===== src/rtl/uart_cmd_decoder_if.sv =====
// Byte-in / command-out bundle between the UART receiver side and the command decoder.
// master drives received bytes and clr_cats; slave returns status and decoded commands.
interface uart_cmd_decoder_if;
    logic [7:0] rx_data;
    logic       rx_valid;
    logic       clr_cats;
    logic [7:0] cat_status;
    logic       cmd_valid;
    logic [7:0] cmd_opcode;
    logic [7:0] cmd_arg;
    logic       cmd_err;
    logic       busy;

    modport master (
        output rx_data, rx_valid, clr_cats,
        input  cat_status, cmd_valid, cmd_opcode, cmd_arg, cmd_err, busy
    );

    modport slave (
        input  rx_data, rx_valid, clr_cats,
        output cat_status, cmd_valid, cmd_opcode, cmd_arg, cmd_err, busy
    );
endinterface


===== src/rtl/uart_cmd_decoder.sv =====
// Frames <op><arg><op> commands from the UART byte stream, owns cat_status; results 1 cycle after the terminator.
// Always ready: one byte per rx_valid strobe, back-to-back supported, no backpressure.
module uart_cmd_decoder #(
    parameter int         CLK_FREQ    = 103_340_000,
    parameter int         TIMEOUT_MS  = 100,
    parameter logic [7:0] OP_SHOOT    = 8'h41,
    parameter logic [7:0] OP_KEYSTORE = 8'h42,
    parameter logic [7:0] ARG_RESET   = 8'h60
) (
    input  logic               clk,
    input  logic               reset,
    uart_cmd_decoder_if.slave  bus
);
    localparam logic [31:0] TIMEOUT_CYCLES = 32'(CLK_FREQ / 1000 * TIMEOUT_MS);

    typedef enum logic [1:0] {IDLE, GOT_OP, GOT_ARG} state_t;

    state_t      state_q, state_d;
    logic [7:0]  op_q, op_d;
    logic [7:0]  arg_q, arg_d;
    logic [31:0] cnt_q, cnt_d;
    logic [7:0]  cat_q, cat_d;
    logic [7:0]  cmd_op_q, cmd_op_d;
    logic [7:0]  cmd_arg_q, cmd_arg_d;
    logic        cmd_valid_q, cmd_valid_d;
    logic        cmd_err_q, cmd_err_d;

    logic        shoot_in_range;
    logic        shoot_reset;
    logic [2:0]  shoot_bit;

    // Full 8-bit range check so values like 8'hC1 cannot alias onto a cat bit.
    assign shoot_in_range = (arg_q >= 8'h41) && (arg_q <= 8'h48);
    assign shoot_reset    = (arg_q == ARG_RESET);
    assign shoot_bit      = arg_q[2:0] - 3'd1;

    always_comb begin
        state_d     = state_q;
        op_d        = op_q;
        arg_d       = arg_q;
        cnt_d       = cnt_q;
        cat_d       = cat_q;
        cmd_op_d    = cmd_op_q;
        cmd_arg_d   = cmd_arg_q;
        cmd_valid_d = 1'b0;
        cmd_err_d   = 1'b0;

        if (bus.rx_valid) begin
            cnt_d = '0;
            unique case (state_q)
                IDLE: begin
                    if (bus.rx_data == OP_SHOOT || bus.rx_data == OP_KEYSTORE) begin
                        op_d    = bus.rx_data;
                        state_d = GOT_OP;
                    end else begin
                        cmd_err_d = 1'b1;
                    end
                end
                GOT_OP: begin
                    arg_d   = bus.rx_data;
                    state_d = GOT_ARG;
                end
                GOT_ARG: begin
                    state_d = IDLE;
                    if (bus.rx_data != op_q) begin
                        cmd_err_d = 1'b1;
                    end else if (op_q == OP_SHOOT && !(shoot_in_range || shoot_reset)) begin
                        cmd_err_d = 1'b1;
                    end else begin
                        cmd_valid_d = 1'b1;
                        cmd_op_d    = op_q;
                        cmd_arg_d   = arg_q;
                        if (op_q == OP_SHOOT) begin
                            if (shoot_reset) cat_d = 8'hFF;
                            else             cat_d[shoot_bit] = 1'b0;
                        end
                    end
                end
                default: state_d = IDLE;
            endcase
        end else if (state_q == IDLE) begin
            cnt_d = '0;
        end else if (cnt_q == TIMEOUT_CYCLES - 32'd1) begin
            // This edge is the one on which the count reaches the limit.
            state_d   = IDLE;
            cmd_err_d = 1'b1;
            cnt_d     = '0;
        end else begin
            cnt_d = cnt_q + 32'd1;
        end

        if (bus.clr_cats) cat_d = 8'hFF;
    end

    always_ff @(posedge clk or posedge reset) begin
        if (reset) begin
            state_q     <= IDLE;
            op_q        <= '0;
            arg_q       <= '0;
            cnt_q       <= '0;
            cat_q       <= 8'hFF;
            cmd_op_q    <= '0;
            cmd_arg_q   <= '0;
            cmd_valid_q <= 1'b0;
            cmd_err_q   <= 1'b0;
        end else begin
            state_q     <= state_d;
            op_q        <= op_d;
            arg_q       <= arg_d;
            cnt_q       <= cnt_d;
            cat_q       <= cat_d;
            cmd_op_q    <= cmd_op_d;
            cmd_arg_q   <= cmd_arg_d;
            cmd_valid_q <= cmd_valid_d;
            cmd_err_q   <= cmd_err_d;
        end
    end

    assign bus.cat_status = cat_q;
    assign bus.cmd_valid  = cmd_valid_q;
    assign bus.cmd_opcode = cmd_op_q;
    assign bus.cmd_arg    = cmd_arg_q;
    assign bus.cmd_err    = cmd_err_q;
    assign bus.busy       = (state_q != IDLE);
endmodule


===== src/flat_wrapper.sv =====
// flat-port wrapper written by rule: the top's interface ports become plain ports
module uart_cmd_decoder_flat 
#(
    parameter int         CLK_FREQ    = 103_340_000,
    parameter int         TIMEOUT_MS  = 100,
    parameter logic [7:0] OP_SHOOT    = 8'h41,
    parameter logic [7:0] OP_KEYSTORE = 8'h42,
    parameter logic [7:0] ARG_RESET   = 8'h60
)
  (clk, reset, bus_rx_data, bus_rx_valid, bus_clr_cats, bus_cat_status, bus_cmd_valid, bus_cmd_opcode, bus_cmd_arg, bus_cmd_err, bus_busy);
  uart_cmd_decoder_if bus_i ();
  input  logic clk;
  input  logic reset;
  input wire logic [$bits(bus_i.rx_data)-1:0] bus_rx_data;
  input wire logic [$bits(bus_i.rx_valid)-1:0] bus_rx_valid;
  input wire logic [$bits(bus_i.clr_cats)-1:0] bus_clr_cats;
  output wire logic [$bits(bus_i.cat_status)-1:0] bus_cat_status;
  output wire logic [$bits(bus_i.cmd_valid)-1:0] bus_cmd_valid;
  output wire logic [$bits(bus_i.cmd_opcode)-1:0] bus_cmd_opcode;
  output wire logic [$bits(bus_i.cmd_arg)-1:0] bus_cmd_arg;
  output wire logic [$bits(bus_i.cmd_err)-1:0] bus_cmd_err;
  output wire logic [$bits(bus_i.busy)-1:0] bus_busy;
  assign bus_i.rx_data = bus_rx_data;
  assign bus_i.rx_valid = bus_rx_valid;
  assign bus_i.clr_cats = bus_clr_cats;
  assign bus_cat_status = bus_i.cat_status;
  assign bus_cmd_valid = bus_i.cmd_valid;
  assign bus_cmd_opcode = bus_i.cmd_opcode;
  assign bus_cmd_arg = bus_i.cmd_arg;
  assign bus_cmd_err = bus_i.cmd_err;
  assign bus_busy = bus_i.busy;
  uart_cmd_decoder #(.CLK_FREQ(CLK_FREQ), .TIMEOUT_MS(TIMEOUT_MS), .OP_SHOOT(OP_SHOOT), .OP_KEYSTORE(OP_KEYSTORE), .ARG_RESET(ARG_RESET)) u_core (.clk(clk), .reset(reset), .bus(bus_i));
endmodule

===== config.mk =====
export PLATFORM = sky130hd
export DESIGN_NAME = uart_cmd_decoder_flat
export DESIGN_NICKNAME = d
export VERILOG_FILES = /design/src/rtl/uart_cmd_decoder_if.sv /design/src/rtl/uart_cmd_decoder.sv /design/src/flat_wrapper.sv
export SDC_FILE = /design/constraint.sdc
export NUM_CORES = 1
export LEC_CHECK = 0
export BUFFER_PORTS_ARGS = -buffer_cell sky130_fd_sc_hd__buf_2
export CORE_ASPECT_RATIO = 0.5
export CORE_UTILIZATION = 35
export CTS_CLUSTER_DIAMETER = 200
export DETAILED_ROUTE_END_ITERATION = 10
export SLEW_MARGIN = 5
export SYNTH_ARGS = -nofsm -noshare
export SYNTH_HDL_FRONTEND = slang
export SYNTH_SLANG_ARGS = --single-unit

===== constraint.sdc =====
create_clock -name clk -period 4.75 [get_ports clk]
set_clock_uncertainty 0.2 [all_clocks]
set_input_delay 0.2375 -clock clk [delete_from_list [all_inputs] [get_ports clk]]
set_output_delay 0.2375 -clock clk [all_outputs]
set_load 0.01 [all_outputs]

==> metrics.md, run 1 <==
| Metric | Value |
|---|---|
| Outcome | complete, no violations |
| Iteration count of the initial detailed-routing pass | 4 |
| Asr flop ratio synth | 1.00 |
| Cell count after synthesis | 322 |
| Critical path's slowest cell | nor3_4 |
| Cells traversed along the worst timing path | dlygate4sd3_1, buf_2, xor2_1, nor4_2, nand4_2, nor3_4, mux2_1 |
| Synthesized-area fraction occupied by and/or/nand/nor cells | 0.222 |
| Required time worst endpoint | 4760 ps |
| Largest driver fanout on the critical path | 17 |
| Post-DP HPWL | 4820 µm |
| Area fraction in compound gates after synthesis | 0.0418 |
| DRC violation count after routing | 0 |
| F_max | 347 MHz |
| CTS Buf Count | 9 |
| Die H | about 74 µm |
| Number of enable flip-flop cells after synthesis | 0 |
| Setup Total Neg Slack | 0 ps |
| Number of setup buffers added after CTS | 0 |
| Power density cells | 345 nW/µm² |
| Final Cycle Share | 0.608 |
| Average footprint of a synthesized cell | 11.2 µm² |
| Max_slew headroom | 0.266 |
| Port-buffer cells | 38 |
| Diode insertion count for antenna repair | 0 |
| Post-route worst hold slack | 3.13 ps |
| Number of placed instances with taps included | 488 |
| Adder-cell area share of the yosys netlist | 0.0138 |
| End of the worst register-to-register path | u_core.bus.cmd_opcode[0] |
| CTS tree | done |
| Antenna viol nets, final | 0 |
| Crit. End Element | flip-flop |
| Count of distinct cell types in the synthesized netlist | 45 |
| H-tree Lvls | 3 |
| Overflow after GRT | 0 |
| Die X | between 100 and 150 µm |
| Final-report hold violation count | 0 |
| Routed wire length | 7250 µm |
| Number of pins with negative max-slew slack in the final report | 0 |
| Maximum number of pins on one net before global-route repair | 77 |
| Die area | approximately 11000 µm² |
| Number of global-route vias before repair | 2443 |
| # IOs | 39 |
| Proportion of power drawn by flip-flops and latches | 0.454 |
| Clock insertion delay at the later pin of the skew report | 330 ps |
| First-pass GRT wire length | ~12000 µm |
| Nets in the synthesized netlist | between 300 and 400 |
| XOR/XNOR Fraction of Synth Area | 0.0944 |
| Classification of the worst setup path | input pin to flip-flop |
| Filler-free cell count of the finished design | 509 |
| Clock share of power | 0.483 |
| Post-Place Worst Slack | 1850 ps |
| Vias per std cell | 4.93 |
| Number of warnings printed during yosys synthesis | 0 |
| Largest family of logic cells by synthesized area | simple AND/OR/NAND/NOR gates |
| Sw Pwr | 0.329 mW |
| Switching part of the total | 0.221 |
| Setup slack, reg-to-reg | 1870 ps |
| Clock period minus worst slack | approximately 2900 ps |
| Hold/Removal Path Class | input pin to async pin |
| Post-synthesis register bit count | 76 |
| Count of endpoints failing setup in the final report | 0 |
| Buffer cell driving the clock tree root | clkbuf_16 |
| Number of filler cells placed in the layout | 932 |
| Worst path arrival time | 2900 ps |
| Worst-path clk slew | 60 ps |
| Core box area | between 9000 and 10000 µm² |
| Leakage power total | roughly 1.9 nW |
| Number of nets in the finished design | 385 |
| Row count | 25 |
| Largest buffer count on any clock path | 2 |
| Sequential area share after synthesis | 0.528 |
| Crit path setup slack, layout | 1860 ps |
| FF-to-FF Start | u_core.arg_q[0] |
| Placer congestion estimate | ~0.78 |
| Worst stage delay on the critical path | about 800 ps |
| Fraction of final layout cells sized beyond drive strength 1 | 0.217 |
| Reg2Reg Depth | 7 |
| Worst Max-Slew Pin Slew | 1100 ps |
| Share of cell area taken by muxes after synthesis | 0.0809 |
| Vias | 2507 |
| TritonCTS Sinks | 76 |
| Area growth, synth to finish | 19.4% |
| Launching element type of the critical path | input pin |
| Post-detailed-route wirelength per cell | 14.2 µm |
| Initial antenna violation count | 0 |
| Dominant register cell in the synthesized netlist | dfrtp_1 |
| Total global routing track utilization | 0.147 |
| Post-synth design cell area | 3620 µm² |
| Int Pwr | 1.16 mW |
| RSZ-0062 raised after global routing | false |
| Number of max-capacitance violations reported | 0 |
| Gate power share | 0.062 |
| Effective utilization at floorplan | 0.372 |
| VDD IR-drop max | 145 µV |
| Initial DRC Count | 95 |
[area by class of cell]
type	instances	area [µm²]	area share
clock buffer	13	280	0.0649
clock inverter	3	42.5	0.00985
inverter	8	30.0	0.00695
multi-input combinational	230	1640	0.379
sequential	76	1910	0.443
tap	135	169	0.0391
timing repair buffer	44	248	0.0574
[per-layer routing]
layer / wire, µm / vias up / GRT usage
met3: 288 / 11 / 0.0559
met4: 85 / 0 / 0.0468
li1: - / 1230 / -
met2: 3190 / 36 / 0.231
met1: 3680 / 1230 / 0.189
met5: 0 / - / 0
[metrics by stage]
stage	area [µm²]	util	power (mW)
final	4320	0.444	1.49
after global routing	4320	0.444	1.55
after CTS	4320	0.444	1.51
after detailed placement	3950	0.406	0.780
after global placement	3950	0.406	0.779
after floorplan	3620	-	0.752
[flip-flops by register name, summed over array words and instances, names as in the netlist]
register	flops
u_core.bus.cmd_arg	8
u_core.bus.cmd_opcode	8
u_core.cnt_q	32
u_core.bus.cmd_err	1
u_core.state_q	2
u_core.op_q	8
u_core.bus.cat_status	8
u_core.bus.cmd_valid	1
u_core.arg_q	8
[worst max-delay path, delay by kind of cell]
family,cells,cell delay [ps]
xor+xnor,1,150
mux,1,390
buf+inv,2,670
simple gates,3,1450
[cells in the mapped netlist, types with 2 or more instances]
master | n | area share
nor4_1 | 4 | 0.0069
or3_1 | 6 | 0.010
and2_1 | 6 | 0.010
nor4b_1 | 2 | 0.0048
ha_1 | 4 | 0.014
nand3_1 | 19 | 0.026
nor2_1 | 33 | 0.034
xor2_1 | 30 | 0.073
xnor2_1 | 9 | 0.022
dfstp_2 | 8 | 0.058
clkbuf_1 | 6 | 0.0062
nand2b_1 | 5 | 0.0086
a21oi_1 | 3 | 0.0041
inv_1 | 7 | 0.0073
o31ai_1 | 3 | 0.0062
and4_1 | 3 | 0.0073
a21o_1 | 5 | 0.010
nor3_2 | 3 | 0.0083
and3_1 | 6 | 0.010
nor3_1 | 2 | 0.0028
or4_1 | 6 | 0.012
o21ai_0 | 5 | 0.0069
dfrtp_1 | 68 | 0.47
nand4_1 | 12 | 0.021
mux2_1 | 22 | 0.068
nand2_1 | 21 | 0.022
nor3b_1 | 2 | 0.0041
nor4_2 | 2 | 0.0069
mux2_2 | 4 | 0.012
[cells in the final DEF, fill, tap and decap left out, types with 3 or more instances in the layout]
master / count
o31ai_1: 3
ha_1: 4
mux2_2: 4
nor4_1: 4
clkbuf_16: 9
dfrtp_1: 68
nand4_1: 12
and3_1: 6
a21o_1: 5
dlygate4sd3_1: 5
xnor2_1: 9
a21oi_1: 3
nor2_1: 33
xor2_1: 30
and4_1: 3
o21ai_0: 5
nand2b_1: 5
nor3_2: 3
or3_1: 6
inv_1: 6
clkbuf_8: 4
mux2_1: 22
and2_1: 6
buf_2: 38
dfstp_2: 8
nand2_1: 21
or4_1: 6
nand3_1: 19
[timing repair]
item	4_1_cts	5_1_grt
hold endpoints to repair	5	0
hold buffers	5	0
resized for setup	0	0
[worst max-delay path by stage]
| stage | startpoint | to | slack, ps | cells after the start |
|---|---|---|---|---|
| 6_report | bus_rx_data[6] | u_core.bus.cmd_opcode[0] | 1860 | 7 |
| 5_1_grt | bus_rx_data[6] | u_core.bus.cmd_arg[7] | 1680 | 7 |
| 4_1_cts | bus_rx_data[6] | u_core.bus.cmd_opcode[0] | 1810 | 7 |
| 3_5_place_dp | u_core.arg_q[0] | u_core.bus.cmd_arg[0] | 1850 | 7 |
| 3_3_place_gp | u_core.arg_q[0] | u_core.bus.cmd_arg[7] | 1940 | 7 |
| 2_1_floorplan | u_core.arg_q[0] | u_core.bus.cmd_arg[7] | 2320 | 8 |
[power groups by stage]
stage,registers (mW),logic (mW),clock network (mW)
finish,0.678,0.0929,0.721
floorplan,0.682,0.0695,0
detailed placement,0.689,0.0907,0
global placement,0.689,0.0901,0
global route,0.680,0.104,0.765
CTS,0.677,0.0945,0.735
[kinds of logic after synthesis]
logic type	after synthesis
multiplexers	26
buffers and inverters	16
flip-flops	76
AND/OR/NAND/NOR	140
XOR/XNOR	39
AO/OA/AOI/OAI	21
adder cells (fa/ha/maj)	4
(Power assumes the default switching activity.)
==> inputs of run 2 (changes only) <==
--- a/config.mk
+++ b/config.mk
@@ -5,6 +5,7 @@
 export SDC_FILE = /design/constraint.sdc
 export NUM_CORES = 1
 export LEC_CHECK = 0
+export ABC_AREA = 1
 export BUFFER_PORTS_ARGS = -buffer_cell sky130_fd_sc_hd__buf_2
 export CORE_ASPECT_RATIO = 0.5
 export CORE_UTILIZATION = 35
==> constraint.sdc (replaced) <==
create_clock -name clk -period 2.5 [get_ports clk]
set_clock_uncertainty 0.2 [all_clocks]
set_input_delay 0.125 -clock clk [delete_from_list [all_inputs] [get_ports clk]]
set_output_delay 0.125 -clock clk [all_outputs]
set_load 0.01 [all_outputs]
==> metrics.md, run 2 <==
| Metric | Value |
|---|---|
| Largest cells by area after synthesis | dfrtp_1 (42%), nand2_1 (16%), nor2_1 (8.4%) |
| Core box area | 11100 µm² |
| Effective utilization at floorplan | 0.364 |
| Clock period minus worst slack | ~2200 ps |
| Outcome | complete, no violations |
| CTS tree | done |
| Post-DP HPWL | ~6900 µm |
| Count of instances resized after the clock tree is built | 0 |
| TritonCTS Sinks | 76 |
| Largest driver fanout on the critical path | 29 |
| DRC violation count after routing | 0 |
| Number of enable flip-flop cells after synthesis | 0 |
| Required time worst endpoint | 2530 ps |
| Footprint of the multi-input gates | between 1500 and 2000 µm² |
| Launching element type of the critical path | flip-flop |
| Routed wire length | just over 9000 µm |
| Crit. End Element | flip-flop |
| Number of global-route vias before repair | 3416 |
| Post-synth design cell area | approximately 4100 µm² |
| Cell count after synthesis | 540 |
| Die X | 154 µm |
| First-pass GRT wire length | about 16000 µm |
| Number of warnings printed during yosys synthesis | 0 |
| Row count | 27 |
| Clock insertion delay at the later pin of the skew report | 340 ps |
| Leakage power total | 2.28 nW |
| Fraction of final layout cells sized beyond drive strength 1 | 0.152 |
| Most repeated cell in the gate-level netlist after synthesis | nand2_1 |
| Final core occ | 0.432 |
| Nets in the synthesized netlist | 556 |
| Number of pins with negative max-slew slack in the final report | 0 |
| Count of distinct cell types in the synthesized netlist | 31 |
| Overflow after GRT | 0 |
| Die area | 12100 µm² |
| Largest buffer count on any clock path | 2 |
| Die H | 78.1 µm |
| Diode insertion count for antenna repair | 0 |
| Top register by number of flip-flops | u_core.cnt_q |
| Commonest non-fill, non-tap cell in the layout | nand2_1 |
| Iteration count of the initial detailed-routing pass | 4 |
| Post-synthesis register bit count | 76 |
| Max_slew headroom | 0.597 |
| Final-report hold violation count | 0 |
| Final Cycle Share | 0.879 |
| Number of nets in the finished design | 612 |
| Vias | 3479 |
| Leading cell types by count after synthesis | nand2_1 (169), nor2_1 (91), dfrtp_1 (68) |
| Worst Max-Slew Pin Slew | 603 ps |
| VDD IR-drop max | 360 µV |
| Number of setup buffers added after CTS | 0 |
| F_max | ~460 MHz |
| Sequential cell area in the final layout | between 1500 and 2000 µm² |
| Largest register FFs | 32 |
| Proportion of netlist area held by the largest area contributor | 0.419 |
| Hold/Removal Path Class | input pin to flip-flop |
| # IOs | 39 |
| Port-buffer cells | 38 |
| Maximum number of pins on one net before global-route repair | 44 |
| Count of endpoints failing setup in the final report | 0 |
| Post-detailed-route wirelength per cell | 12.4 µm |
| H-tree Lvls | 3 |
| Antenna viol nets, final | 0 |
| Initial DRC Count | 224 |
| Placer congestion estimate | 0.910 |
| Vias per std cell | 4.67 |
| Total global routing track utilization | 0.170 |
| Number of filler cells placed in the layout | 1172 |
| Setup Total Neg Slack | 0 ps |
| Average footprint of a synthesized cell | roughly 7.5 µm² |
| Buffer cell driving the clock tree root | clkbuf_16 |
| RSZ-0062 raised after global routing | false |
| Initial antenna violation count | 0 |
| Placed instance area | 4420 µm² |
| CTS Buf Count | 9 |
| Largest area contributor in the netlist | dfrtp_1 |
| Layout Cell Area excl Fill | a little under 5000 µm² |
| Number of placed instances with taps included | slightly above 700 |
| Worst path arrival time | between 2000 and 2500 ps |
| Number of max-capacitance violations reported | 0 |
| Area growth, synth to finish | 18.8% |
| Filler-free cell count of the finished design | 745 |
| Asr flop ratio synth | 1.00 |
| Power density cells | 616 nW/µm² |
| Classification of the worst setup path | flip-flop to flip-flop |
| Dominant register cell in the synthesized netlist | dfrtp_1 |
| Worst-path clk slew | 60 ps |
| Most used cells in the layout excluding fill and tap cells | nand2_1 (169), nor2_1 (91), dfrtp_1 (68) |
| Sequential area share after synthesis | 0.471 |
[run 2: path summary, 6_finish.rpt]
kind                            slack, ps                        to  cells past startpoint       startpoint
worst max-delay path                  300     u_core.bus.cmd_arg[5]                     13  u_core.arg_q[0]
worst min-delay path                   10  u_core.bus.cat_status[1]                      5     bus_clr_cats
worst max register to register        300     u_core.bus.cmd_arg[5]                     13  u_core.arg_q[0]
worst min register to register        280           u_core.cnt_q[0]                      1  u_core.cnt_q[0]
max in group asynchronous            1210  u_core.bus.cat_status[6]                      4            reset
min in group asynchronous             200           u_core.arg_q[7]                      3            reset
[run 2: kinds of logic (layout without fill, tap and decap cells)]
group	count (synthesis)	in the layout	synth area share
AOI/OAI and AO/OA	42	42	0.0608
xor gates and xnor gates	19	19	0.0410
adders and majority gates	4	4	0.0123
buffers and inverters	68	128	0.0694
DFF	76	76	0.471
and+or+nand+nor	331	331	0.345
[run 2: cell type report]
class | count | share of cell area
Sequential cell | 76 | 0.397
Clock inverter | 5 | 0.0130
Tap cell | 145 | 0.0376
Multi-Input combinational cell | 396 | 0.386
Timing Repair Buffer | 52 | 0.0690
Inverter | 61 | 0.0478
Clock buffer | 10 | 0.0496
[run 2: critical path, cell delays in order, from the launching register on]
cell      delay [ps]
dfrtp_1          450
inv_1            160
ha_1             240
nand2_1           60
inv_1             30
nand2_1           60
nor2_2            40
nor2_1           100
nand2_1          110
nand3b_2          90
buf_4            310
inv_2            100
nand2_1           80
nand2_1           50
[run 2: timing repair]
action                                 4_1_cts  5_1_grt
setup endpoints to repair                    0        0
endpoints found under the hold margin       50        0
hold buffers                                10        0
[run 2: power by group]
part / leakage [nW] / switching, mW / total (mW) / internal (mW)
Combinational: 1.14 / 0.205 / 0.322 / 0.117
Sequential: 1.00 / 0.0497 / 1.35 / 1.30
Clock: 0.141 / 0.504 / 1.30 / 0.797
[run 2: per-stage QoR]
stage	total power [mW]	hold slack, ps	worst slack, ps
floorplan	1.58	90.6	250
global placement	1.68	10.5	408
detailed placement	1.68	15.1	324
CTS	3.01	17.6	304
global route	3.12	77.1	59.2
finish	2.97	14.1	303
[run 2: metal layers]
| layer | global-route usage | routed length (µm) | vias to the layer above |
|---|---|---|---|
| li1 | - | - | 1803 |
| met1 | 0.218 | 4630 | 1605 |
| met2 | 0.284 | 4130 | 51 |
| met3 | 0.0370 | 300 | 20 |
| met4 | 0.0630 | 214 | 0 |
| met5 | 0 | 0 | - |
==> inputs of run 3 (changes only) <==
--- a/config.mk
+++ b/config.mk
@@ -7,10 +7,14 @@
 export LEC_CHECK = 0
 export ABC_AREA = 1
 export BUFFER_PORTS_ARGS = -buffer_cell sky130_fd_sc_hd__buf_2
+export CELL_PAD_IN_SITES_DETAIL_PLACEMENT = 0
+export CELL_PAD_IN_SITES_GLOBAL_PLACEMENT = 1
 export CORE_ASPECT_RATIO = 0.5
 export CORE_UTILIZATION = 35
 export CTS_CLUSTER_DIAMETER = 200
 export DETAILED_ROUTE_END_ITERATION = 10
+export PLACE_DENSITY_LB_ADDON = 0.1
+export SETUP_SLACK_MARGIN = 0.2
 export SLEW_MARGIN = 5
 export SYNTH_ARGS = -nofsm -noshare
 export SYNTH_HDL_FRONTEND = slang
==> metrics.md, run 3 (same netlist as run 2, synthesis figures left out) <==
| Metric | Value |
|---|---|
| Reg2Reg Depth | 12 |
| Die H | 78.1 µm |
| Largest driver fanout on the critical path | 15 |
| RSZ-0062 raised after global routing | false |
| Post-Place Worst Slack | 258 ps |
| Placer congestion estimate | 0.793 |
| Layout Cell Area excl Fill | ~4900 µm² |
| Initial antenna violation count | 0 |
| Required time worst endpoint | 2530 ps |
| Number of global-route vias before repair | 3277 |
| Cells traversed along the worst timing path | inv_2, ha_1, nand2_1, inv_1, nand2_1, nor2_2, nor2_1, nand2_1, nand3b_4, buf_4, nand2_1, o21ai_2 |
| Number of filler cells placed in the layout | 1158 |
| Post-detailed-route wirelength per cell | 13.5 µm |
| Number of pins with negative max-slew slack in the final report | 0 |
| Count of endpoints failing setup in the final report | 0 |
| H-tree Lvls | 3 |
| Iteration count of the initial detailed-routing pass | 5 |
| Met2 layer wire length in the routed design | 4240 µm |
| Core box area | 11100 µm² |
| Worst Max-Slew Pin Slew | about 570 ps |
| CTS tree | done |
| Die X | ~150 µm |
| Final Cycle Share | 0.814 |
| Top register by number of flip-flops | u_core.cnt_q |
| Critical path depth | 12 |
| Total global routing track utilization | 0.185 |
| DRC violation count after routing | 0 |
| Worst stage delay on the critical path | 380 ps |
| Overall power | 2.99 mW |
| Worst Hold End | u_core.bus.cat_status[0] |
| Filler-free cell count of the finished design | 750 |
| VDD IR-drop max | approximately 290 µV |
| Clock insertion delay at the later pin of the skew report | 340 ps |
| Setup slack, reg-to-reg | 460 ps |
| Buffer cell driving the clock tree root | clkbuf_16 |
| Routed wire length | 10100 µm |
| Post-route worst hold slack | 49.3 ps |
| Most used cell along the critical path | nand2_1 |
| Sequential cell area in the final layout | 1910 µm² |
| Top delay family on crit path | simple AND/OR/NAND/NOR gates |
| Critical path's slowest cell | dfrtp_1 |
| Clock period minus worst slack | 2040 ps |
| FF-to-FF Start | u_core.arg_q[0] |
| Max_slew headroom | 0.618 |
| Largest register FFs | 32 |
| Launching element type of the critical path | flip-flop |
| Diode insertion count for antenna repair | 0 |
| Crit. End Element | flip-flop |
| Die area | between 10000 and 15000 µm² |
| Placed instance area | 4450 µm² |
| Number of max-capacitance violations reported | 0 |
| Overflow after GRT | 0 |
| Initial DRC Count | 202 |
| Number of placed instances with taps included | 724 |
| F_max | 491 MHz |
| Largest buffer count on any clock path | 2 |
| Antenna viol nets, final | 0 |
| Port-buffer cells | 38 |
| Post-DP HPWL | 7420 µm |
| Vias | 3407 |
| Effective utilization at floorplan | 0.364 |
| Crit path buffers/inverters | 3 |
| Fraction of final layout cells sized beyond drive strength 1 | 0.159 |
| Launch instance of the worst min-delay path | bus_clr_cats |
| Crit path setup slack, layout | 464 ps |
| Leakage power total | 2.29 nW |
| Hold/Removal Path Class | input pin to flip-flop |
| Commonest non-fill, non-tap cell in the layout | nand2_1 |
| Area growth, synth to finish | 19.7% |
| # IOs | 39 |
| Most used cells in the layout excluding fill and tap cells | nand2_1 (169), nor2_1 (91), dfrtp_1 (68) |
| Power density cells | 615 nW/µm² |
| Routed met1 length | 5470 µm |
| End of the worst register-to-register path | u_core.bus.cmd_opcode[2] |
| Setup Total Neg Slack | 0 ps |
| Final core occ | 0.436 |
| Maximum number of pins on one net before global-route repair | 77 |
| Worst path arrival time | 2070 ps |
| Outcome | complete, no violations |
| First-pass GRT wire length | 17100 µm |
| Final-report hold violation count | 0 |
| Number of cells on the worst hold path | 5 |
| CTS Buf Count | 9 |
| Number of nets in the finished design | about 600 |
| Total met3 wirelength after detailed routing | a little under 300 µm |
| Row count | 27 |
| Top routing layer in use | met4 |
| TritonCTS Sinks | 76 |
| Footprint of the multi-input gates | roughly 1900 µm² |
| Worst-path clk slew | approximately 60 ps |
| Classification of the worst setup path | flip-flop to flip-flop |
| Vias per std cell | 4.54 |
==> run 3: area by class of cell <==
| cell class | instances | area share |
|---|---|---|
| multi-input cells | 396 | 0.386 |
| well taps | 145 | 0.0374 |
| flip-flops and latches | 76 | 0.394 |
| inverters | 61 | 0.0474 |
| clock inverters | 6 | 0.0131 |
| clock buffers | 10 | 0.0472 |
| repair buffers | 56 | 0.0747 |
==> run 3: how the worst max path moves through the flow <==
stage / end / startpoint / slack, ps
detailed placement: u_core.bus.cmd_opcode[7] / u_core.arg_q[0] / 260
global route: u_core.bus.cmd_arg[4] / u_core.arg_q[0] / 280
finish: u_core.bus.cmd_opcode[2] / u_core.arg_q[0] / 460
global placement: u_core.bus.cmd_opcode[2] / u_core.arg_q[0] / 290
CTS: u_core.bus.cmd_arg[0] / u_core.arg_q[0] / 240
floorplan: u_core.arg_q[0] / reset / 250
==> run 3: worst reg2reg max path, stage by stage (launching register included) <==
cell      delay, ps
dfrtp_1         380
inv_2           130
ha_1            180
nand2_1          50
inv_1            50
nand2_1          50
nor2_2          100
nor2_1           50
nand2_1         150
nand3b_4        210
buf_4           250
nand2_1          70
o21ai_2          50
==> run 3: layer usage <==
metal,GRT usage,vias to the layer above
met5,0,-
li1,-,1817
met4,0.0590,0
met3,0.0414,10
met1,0.261,1532
met2,0.281,48
==> run 3: where the power goes <==
part / switching, mW / internal, mW
combinational: 0.220 / 0.132
sequential: 0.0447 / 1.30
clock: 0.521 / 0.773
==> run 3: repair_timing <==
item | CTS | global route
hold buffers | 10 | 0
setup buffers | 0 | 0
gates resized for setup | 0 | 3
endpoints found under the hold margin | 86 | 0
setup endpoints to repair | 0 | 10
